[src/rtl/map_pkg.sv]
// Shared widths, header constants and FSM state encoding for the map frame serializer.
package map_pkg;
  localparam int ROW_W         = 38;
  localparam int N_ROWS        = 38;
  localparam int HDR_VALID_BIT = 37;
  localparam logic [15:0] HDR_MARKER = 16'hAAAA;
  localparam int IDX_W         = 6;

  typedef enum logic {
    IDLE = 1'b0,
    SEND = 1'b1
  } state_t;
endpackage

[src/rtl/map_row_buffer.sv]
// Frame buffer: all words written in one cycle, one word read by index,
// plus a per-word non-zero flag vector for the zero-suppression search.
module map_row_buffer #(
  parameter int N_WORDS = 39,
  parameter int WORD_W  = 38
) (
  input  logic                           clk,
  input  logic                           rst_n,
  input  logic                           i_wr,
  input  logic [N_WORDS-1:0][WORD_W-1:0] i_wdata,
  input  logic [map_pkg::IDX_W-1:0]      i_ridx,
  output logic [WORD_W-1:0]              o_rdata,
  output logic [N_WORDS-1:0]             o_nz
);
  import map_pkg::*;

  logic [WORD_W-1:0] r_mem [N_WORDS];

  always_ff @(posedge clk or negedge rst_n) begin
    if (!rst_n) begin
      for (int unsigned w = 0; w < N_WORDS; w++) r_mem[w] <= '0;
    end else if (i_wr) begin
      for (int unsigned w = 0; w < N_WORDS; w++) r_mem[w] <= i_wdata[w];
    end
  end

  assign o_rdata = (i_ridx < IDX_W'(N_WORDS)) ? r_mem[i_ridx] : '0;

  always_comb begin
    o_nz = '0;
    for (int unsigned w = 0; w < N_WORDS; w++) o_nz[w] = |r_mem[w];
  end
endmodule

[src/rtl/map_frame_serializer.sv]
// Captures a header + N_ROWS bitmap rows and streams them out one word per transfer.
// Optional macro MAP_SERIALIZER_ZERO_SUPPRESS_EN skips all-zero row words.
module map_frame_serializer #(
  parameter int N_ROWS     = map_pkg::N_ROWS,
  parameter int DROP_CNT_W = 8
) (
  input  logic                        clk,
  input  logic                        rst,
  input  logic [map_pkg::ROW_W-1:0]   array_header,
  input  logic [map_pkg::ROW_W-1:0]   array_in00, array_in01, array_in02, array_in03,
  input  logic [map_pkg::ROW_W-1:0]   array_in04, array_in05, array_in06, array_in07,
  input  logic [map_pkg::ROW_W-1:0]   array_in08, array_in09, array_in10, array_in11,
  input  logic [map_pkg::ROW_W-1:0]   array_in12, array_in13, array_in14, array_in15,
  input  logic [map_pkg::ROW_W-1:0]   array_in16, array_in17, array_in18, array_in19,
  input  logic [map_pkg::ROW_W-1:0]   array_in20, array_in21, array_in22, array_in23,
  input  logic [map_pkg::ROW_W-1:0]   array_in24, array_in25, array_in26, array_in27,
  input  logic [map_pkg::ROW_W-1:0]   array_in28, array_in29, array_in30, array_in31,
  input  logic [map_pkg::ROW_W-1:0]   array_in32, array_in33, array_in34, array_in35,
  input  logic [map_pkg::ROW_W-1:0]   array_in36, array_in37,
  output logic [map_pkg::ROW_W-1:0]   out_data,
  output logic [map_pkg::IDX_W-1:0]   out_idx,
  output logic                        out_valid,
  input  logic                        out_ready,
  output logic                        out_last,
  output logic                        busy,
  output logic [DROP_CNT_W-1:0]       drop_cnt
);
  import map_pkg::*;

  localparam int N_WORDS = N_ROWS + 1;

  state_t                         r_state, w_state_nxt;
  logic [IDX_W-1:0]               r_idx, w_idx_nxt, w_idx_succ;
  logic [DROP_CNT_W-1:0]          r_drop_cnt;
  logic [37:0][ROW_W-1:0]         w_rows;
  logic [N_WORDS-1:0][ROW_W-1:0]  w_wdata;
  logic [ROW_W-1:0]               w_rdata;
  logic [N_WORDS-1:0]             w_nz;
  logic                           w_busy, w_xfer, w_last, w_frame_valid, w_capture, w_drop;

  assign w_rows = {array_in37, array_in36, array_in35, array_in34, array_in33, array_in32,
                   array_in31, array_in30, array_in29, array_in28, array_in27, array_in26,
                   array_in25, array_in24, array_in23, array_in22, array_in21, array_in20,
                   array_in19, array_in18, array_in17, array_in16, array_in15, array_in14,
                   array_in13, array_in12, array_in11, array_in10, array_in09, array_in08,
                   array_in07, array_in06, array_in05, array_in04, array_in03, array_in02,
                   array_in01, array_in00};

  always_comb begin
    w_wdata    = '0;
    w_wdata[0] = array_header;
    for (int unsigned r = 0; r < N_ROWS; r++) w_wdata[r+1] = w_rows[r];
  end

  map_row_buffer #(
    .N_WORDS (N_WORDS),
    .WORD_W  (ROW_W)
  ) u_buf (
    .clk     (clk),
    .rst_n   (rst),
    .i_wr    (w_capture),
    .i_wdata (w_wdata),
    .i_ridx  (r_idx),
    .o_rdata (w_rdata),
    .o_nz    (w_nz)
  );

  assign w_busy        = (r_state == SEND);
  assign w_xfer        = w_busy & out_ready;
  assign w_frame_valid = array_header[HDR_VALID_BIT];
  // A new frame can replace the held one only on the cycle its final word leaves.
  assign w_capture     = w_frame_valid & (~w_busy | (w_xfer & w_last));
  assign w_drop        = w_frame_valid & ~w_capture;

`ifdef MAP_SERIALIZER_ZERO_SUPPRESS_EN
  logic w_found;
  always_comb begin
    w_idx_succ = r_idx;
    w_found    = 1'b0;
    for (int unsigned k = 1; k <= N_ROWS; k++) begin
      if (!w_found && (IDX_W'(k) > r_idx) && w_nz[k]) begin
        w_found    = 1'b1;
        w_idx_succ = IDX_W'(k);
      end
    end
    w_last = ~w_found;
  end
`else
  logic w_unused_nz;
  assign w_unused_nz = |w_nz;
  assign w_idx_succ  = r_idx + 1'b1;
  assign w_last      = (r_idx == IDX_W'(N_ROWS));
`endif

  always_comb begin
    w_state_nxt = r_state;
    w_idx_nxt   = r_idx;
    case (r_state)
      IDLE: begin
        if (w_capture) begin
          w_state_nxt = SEND;
          w_idx_nxt   = '0;
        end
      end
      SEND: begin
        if (w_capture) begin
          w_idx_nxt = '0;
        end else if (w_xfer) begin
          if (w_last) begin
            w_state_nxt = IDLE;
            w_idx_nxt   = '0;
          end else begin
            w_idx_nxt = w_idx_succ;
          end
        end
      end
      default: begin
        w_state_nxt = IDLE;
        w_idx_nxt   = '0;
      end
    endcase
  end

  always_ff @(posedge clk or negedge rst) begin
    if (!rst) begin
      r_state    <= IDLE;
      r_idx      <= '0;
      r_drop_cnt <= '0;
    end else begin
      r_state <= w_state_nxt;
      r_idx   <= w_idx_nxt;
      if (w_drop && (r_drop_cnt != '1)) r_drop_cnt <= r_drop_cnt + 1'b1;
    end
  end

  assign out_valid = w_busy;
  assign out_data  = w_busy ? w_rdata : '0;
  assign out_idx   = w_busy ? r_idx : '0;
  assign out_last  = w_busy & w_last;
  assign busy      = w_busy;
  assign drop_cnt  = r_drop_cnt;
endmodule

[config.mk]
export PLATFORM = sky130hd
export DESIGN_NAME = map_frame_serializer
export DESIGN_NICKNAME = d
export VERILOG_FILES = /design/src/rtl/map_pkg.sv /design/src/rtl/map_row_buffer.sv /design/src/rtl/map_frame_serializer.sv
export SDC_FILE = /design/constraint.sdc
export NUM_CORES = 2
export LEC_CHECK = 0
export CORE_AREA = 2 2 605 607
export CTS_BUF_LIST = sky130_fd_sc_hd__clkbuf_2 sky130_fd_sc_hd__clkbuf_4 sky130_fd_sc_hd__clkbuf_8
export CTS_CLUSTER_DIAMETER = 50
export DETAILED_ROUTE_END_ITERATION = 16
export DIE_AREA = 0 0 607 609
export SYNTH_ARGS = -nofsm -noshare
export SYNTH_HDL_FRONTEND = slang
export SYNTH_SLANG_ARGS = --single-unit
[constraint.sdc]
create_clock -name clk -period 3.5 [get_ports clk]
set_input_delay 0.35 -clock clk [delete_from_list [all_inputs] [get_ports clk]]
set_output_delay 0.35 -clock clk [all_outputs]
set_load 0.01 [all_outputs]
==> impl_metrics.yaml <==
critical_path:
  crit_required_ns: 3.15
  reg2reg_to: "u_buf.r_mem[1148]"
  timing.critical_path.to_type: "output port"
  reg2reg_setup_slack_ns: 0.13
  cp_max_fo: 13
  reg2reg_depth: 12
  critical_path_class: "reg2out"
  crit_reg_reg_startpoint: "r_idx[0]"
  crit_start: "r_idx[2]"
  arrival_ns: 4.54
  cp-endpoint: "out_data[9]"
  timing.critical_path.from_type: "register"
logic_synthesis:
  synth_cell_types: 39
  dominantRegCellSynth: "sky130_fd_sc_hd__dfrtp_1"
  seq_area_frac_synth_pct: 52.0
  synthCells: 4894
  synth.net_count: 6382
  netlist_area_um2: 72100
  synth-edff-count: 0
  synthDominantCellAreaShare_pct: 52.0
  synth-seq-cells: 1497
  synth.largest_area_cell: "sky130_fd_sc_hd__dfrtp_1"
  synth-warning-count: 0
  syn_avg_cell_area_um2: 14.7
  synth-async-reset-ratio_pct: 100
  netlist_top_cells_area: "sky130_fd_sc_hd__dfrtp_1 52%, sky130_fd_sc_hd__mux2_4 18%, sky130_fd_sc_hd__mux2i_1 9.0%"
routing:
  drcViolationCount: 0
  route.vias.total: 58595
  first_iter_violations: 3665
  via_per_inst: 4.28
  firstDrtPassIters: 5
  routed_wl_mm: 398
  wl_per_cell_um: 29.1
  antenna_left: 0
sta:
  timing_hold_violations_final: 0
  max_slew_margin_pct: 18.7
  maximum_clock_frequency_ghz: 0.204
  report.final.setup_viol: 38
  period_utilization_post_route_pct: 140
  clock_skew_ns: 0.0872
  drv_slew: 0
  fin_ws_ns: -1.39
  grt_setup_unrepaired: "true"
  aggregate_negative_setup_slack_ns: -29.63
  layout_min_cycle_time_ns: 4.89
  fin_worst_hold_slack_ns: 0.0997
  worst_slew_pin_slew_ns: 1.22
hold_path:
  min_path_cells: 2
  class_of_the_most_critical_hold_timing_path: "in2reg"
power:
  totalPowerFinal_mw: 69.5
  power.ir.vdd_worst_uv: 386
  power.switching_fraction_pct: 35.7
  seq_power_share_pct: 30.3
  power.density_nw_per_um2: 558
  power.internal_mw: 44.7
  static-leakage-power_nw: 55.6
  comb_power_share_pct: 42.0
  netSwitchingPower_mw: 24.8
  power.share.clock_pct: 27.7
global_route:
  total_congestion_overflow_after_global_routing: 0
  grt_start_max_net_pins: 116
  grt_pass1_vias: 64700
  global_route_wire_length_before_repair_mm: 532
  antenna_found_initial: 168
  grt_util_all_layers_pct: 20.7
flow_run:
  maxCapViolations: 0
status:
  run_status: "complete, but fails checks"
  failed_checks: "negative setup slack"
die:
  start_util_pct: 19.8
  die-height_um: 609
  die_area_um2: 370000
  ios: 1540
  placementRows: 222
  die-width_um: 607
  core_um2: 364000
clocking:
  clockRootBuffer: "sky130_fd_sc_hd__clkbuf_8"
  tritoncts: "done"
  cts-root-to-sink-buffers: 4
  clock-sinks: 1497
  cts.reportedPaths.clkPinSlew_ns: 0.05
  clock_insertion_delay_worst_skew_ns: 1.07
  cts_buffers: 293
  h-tree-depth: 5
layout:
  final_stage_net_count: 10027
  fillCellCount: 34830
  post_route_cells_drive_above_1_share_pct: 35.6
  synthToLayoutAreaGrowth_pct: 72.9
  postLayoutCoreUtil_pct: 34.2
place:
  io_buffers: 1539
  place_ws_ns: -1.07
  globalplace.congestion: 0.906
  dp_hpwl_mm: 301
-- final cells by class --
type / count / area [um2] / share of cell area (%)
Tap cell: 4816 / 6030 / 4.84
Clock buffer: 437 / 5480 / 4.39
Antenna cell: 127 / 318 / 0.255
Clock inverter: 63 / 727 / 0.583
Inverter: 42 / 161 / 0.130
Multi-Input combinational cell: 2999 / 35400 / 28.4
Sequential cell: 1497 / 37500 / 30.1
Timing Repair Buffer: 3706 / 39100 / 31.4
-- timing repair --
item                                   4_1_cts  5_1_grt
endpoints found under the hold margin     2721        0
cloned                                      21        3
pin swaps                                  124      141
hold buffers                              1451        0
setup endpoints to repair                   40       38
resized for setup                          589      312
setup buffers                              116      102
-- cell families after synthesis --
logic type	share of synthesized area, %
mux	37.9
flops	52.0
compound gates	3.98
buf+inv	3.45
simple gates	2.55
xor+xnor	0.0851
fa+ha+maj	0.0521
-- state kept, by name (all words and copies together) (netlist names) --
| signal | cells |
|---|---|
| u_buf.r_mem | 1482 |
| r_idx | 6 |
| busy | 1 |
| drop_cnt | 8 |
-- cells in the mapped netlist, drive strengths merged, types with 6 or more instances --
| cell type | count |
|---|---|
| mux4 | 38 |
| a22oi | 190 |
| nor2 | 43 |
| nand3 | 155 |
| mux2 | 1482 |
| a21oi | 153 |
| o21ai | 9 |
| mux2i | 647 |
| dfrtp | 1497 |
| inv | 42 |
| buf | 261 |
| nand2 | 125 |
| nand4 | 41 |
| xnor2 | 6 |
| and2 | 9 |
| nor2b | 6 |
| o22ai | 38 |
| clkbuf | 95 |
| a22o | 38 |
-- per-layer routing --
metal,track usage (%),part of all wire [%]
met4,8.23,4.1
met2,35.4,49
met1,25.5,42
met3,3.97,5.2
met5,0,0.054
-- cell usage in the layout, fill, tap and decap left out, types with 6 or more instances in the layout --
cell                                 n
sky130_fd_sc_hd__and2_1              7
sky130_fd_sc_hd__dfrtp_1          1493
sky130_fd_sc_hd__nand3_2            55
sky130_fd_sc_hd__inv_1              38
sky130_fd_sc_hd__buf_4             384
sky130_fd_sc_hd__nor2_1             38
sky130_fd_sc_hd__mux2i_1           494
sky130_fd_sc_hd__mux2i_2            64
sky130_fd_sc_hd__a21oi_1           119
sky130_fd_sc_hd__nand4_1            41
sky130_fd_sc_hd__buf_16             38
sky130_fd_sc_hd__mux2_2            503
sky130_fd_sc_hd__buf_8              30
sky130_fd_sc_hd__a22o_4             19
sky130_fd_sc_hd__nand3_1            50
sky130_fd_sc_hd__diode_2           127
sky130_fd_sc_hd__buf_12            186
sky130_fd_sc_hd__nand2_1           117
sky130_fd_sc_hd__buf_6             104
sky130_fd_sc_hd__a22o_1             19
sky130_fd_sc_hd__mux2_4            875
sky130_fd_sc_hd__bufinv_16          10
sky130_fd_sc_hd__clkinvlp_4         15
sky130_fd_sc_hd__clkbuf_4           86
sky130_fd_sc_hd__a21oi_4            10
sky130_fd_sc_hd__mux2_1            104
sky130_fd_sc_hd__clkinv_2           22
sky130_fd_sc_hd__inv_6               6
sky130_fd_sc_hd__clkdlybuf4s50_1  1499
sky130_fd_sc_hd__o21ai_0             8
sky130_fd_sc_hd__mux2i_4            89
sky130_fd_sc_hd__xnor2_1             6
sky130_fd_sc_hd__o22ai_1            35
sky130_fd_sc_hd__clkbuf_8          352
sky130_fd_sc_hd__a21oi_2            24
sky130_fd_sc_hd__dlygate4sd3_1    1450
sky130_fd_sc_hd__nand3_4            50
sky130_fd_sc_hd__mux4_2             38
sky130_fd_sc_hd__a22oi_1           100
sky130_fd_sc_hd__a22oi_2            90
-- critical path, stage by stage, from the launching register on --
cell and delay (ns):
sky130_fd_sc_hd__dfrtp_2 0.40, sky130_fd_sc_hd__buf_4 0.16, sky130_fd_sc_hd__nor2_4 0.15, sky130_fd_sc_hd__buf_12 0.16
sky130_fd_sc_hd__buf_4 0.14, sky130_fd_sc_hd__buf_12 0.17, sky130_fd_sc_hd__buf_4 0.19, sky130_fd_sc_hd__a22oi_2 0.11
sky130_fd_sc_hd__nand3_4 0.17, sky130_fd_sc_hd__nand4_1 0.93, sky130_fd_sc_hd__buf_12 0.47, sky130_fd_sc_hd__a22o_1 0.24
sky130_fd_sc_hd__buf_6 0.14
-- per-stage QoR --
stage               area (um2)  std cells
finish                  125000      13687
floorplan                72100       4894
global placement         97100      11406
global route            125000      13667
detailed placement       97100      11406
CTS                     122000      13490
-- worst min path at each step --
stage	startpoint	endpoint	slack, ns
after floorplan	rst	busy	0.05
after global placement	rst	u_buf.r_mem[1283]	0.45
after detailed placement	rst	u_buf.r_mem[1328]	0.44
after CTS	array_in33[30]	u_buf.r_mem[182]	0.001
after global routing	array_in23[27]	u_buf.r_mem[559]	0.03
final	array_in25[29]	u_buf.r_mem[485]	0.1
-- power by group through the flow --
stage	clock (mW)	combinational, mW	sequential [mW]
final	19.3	29.2	21.0
after global routing	20.5	30.8	21.2
after CTS	19.7	28.8	20.9
after detailed placement	0	23.8	21.1
after global placement	0	23.7	21.0
after floorplan	0	8.25	20.4
No activity file was read; power rests on OpenSTA's default activity.
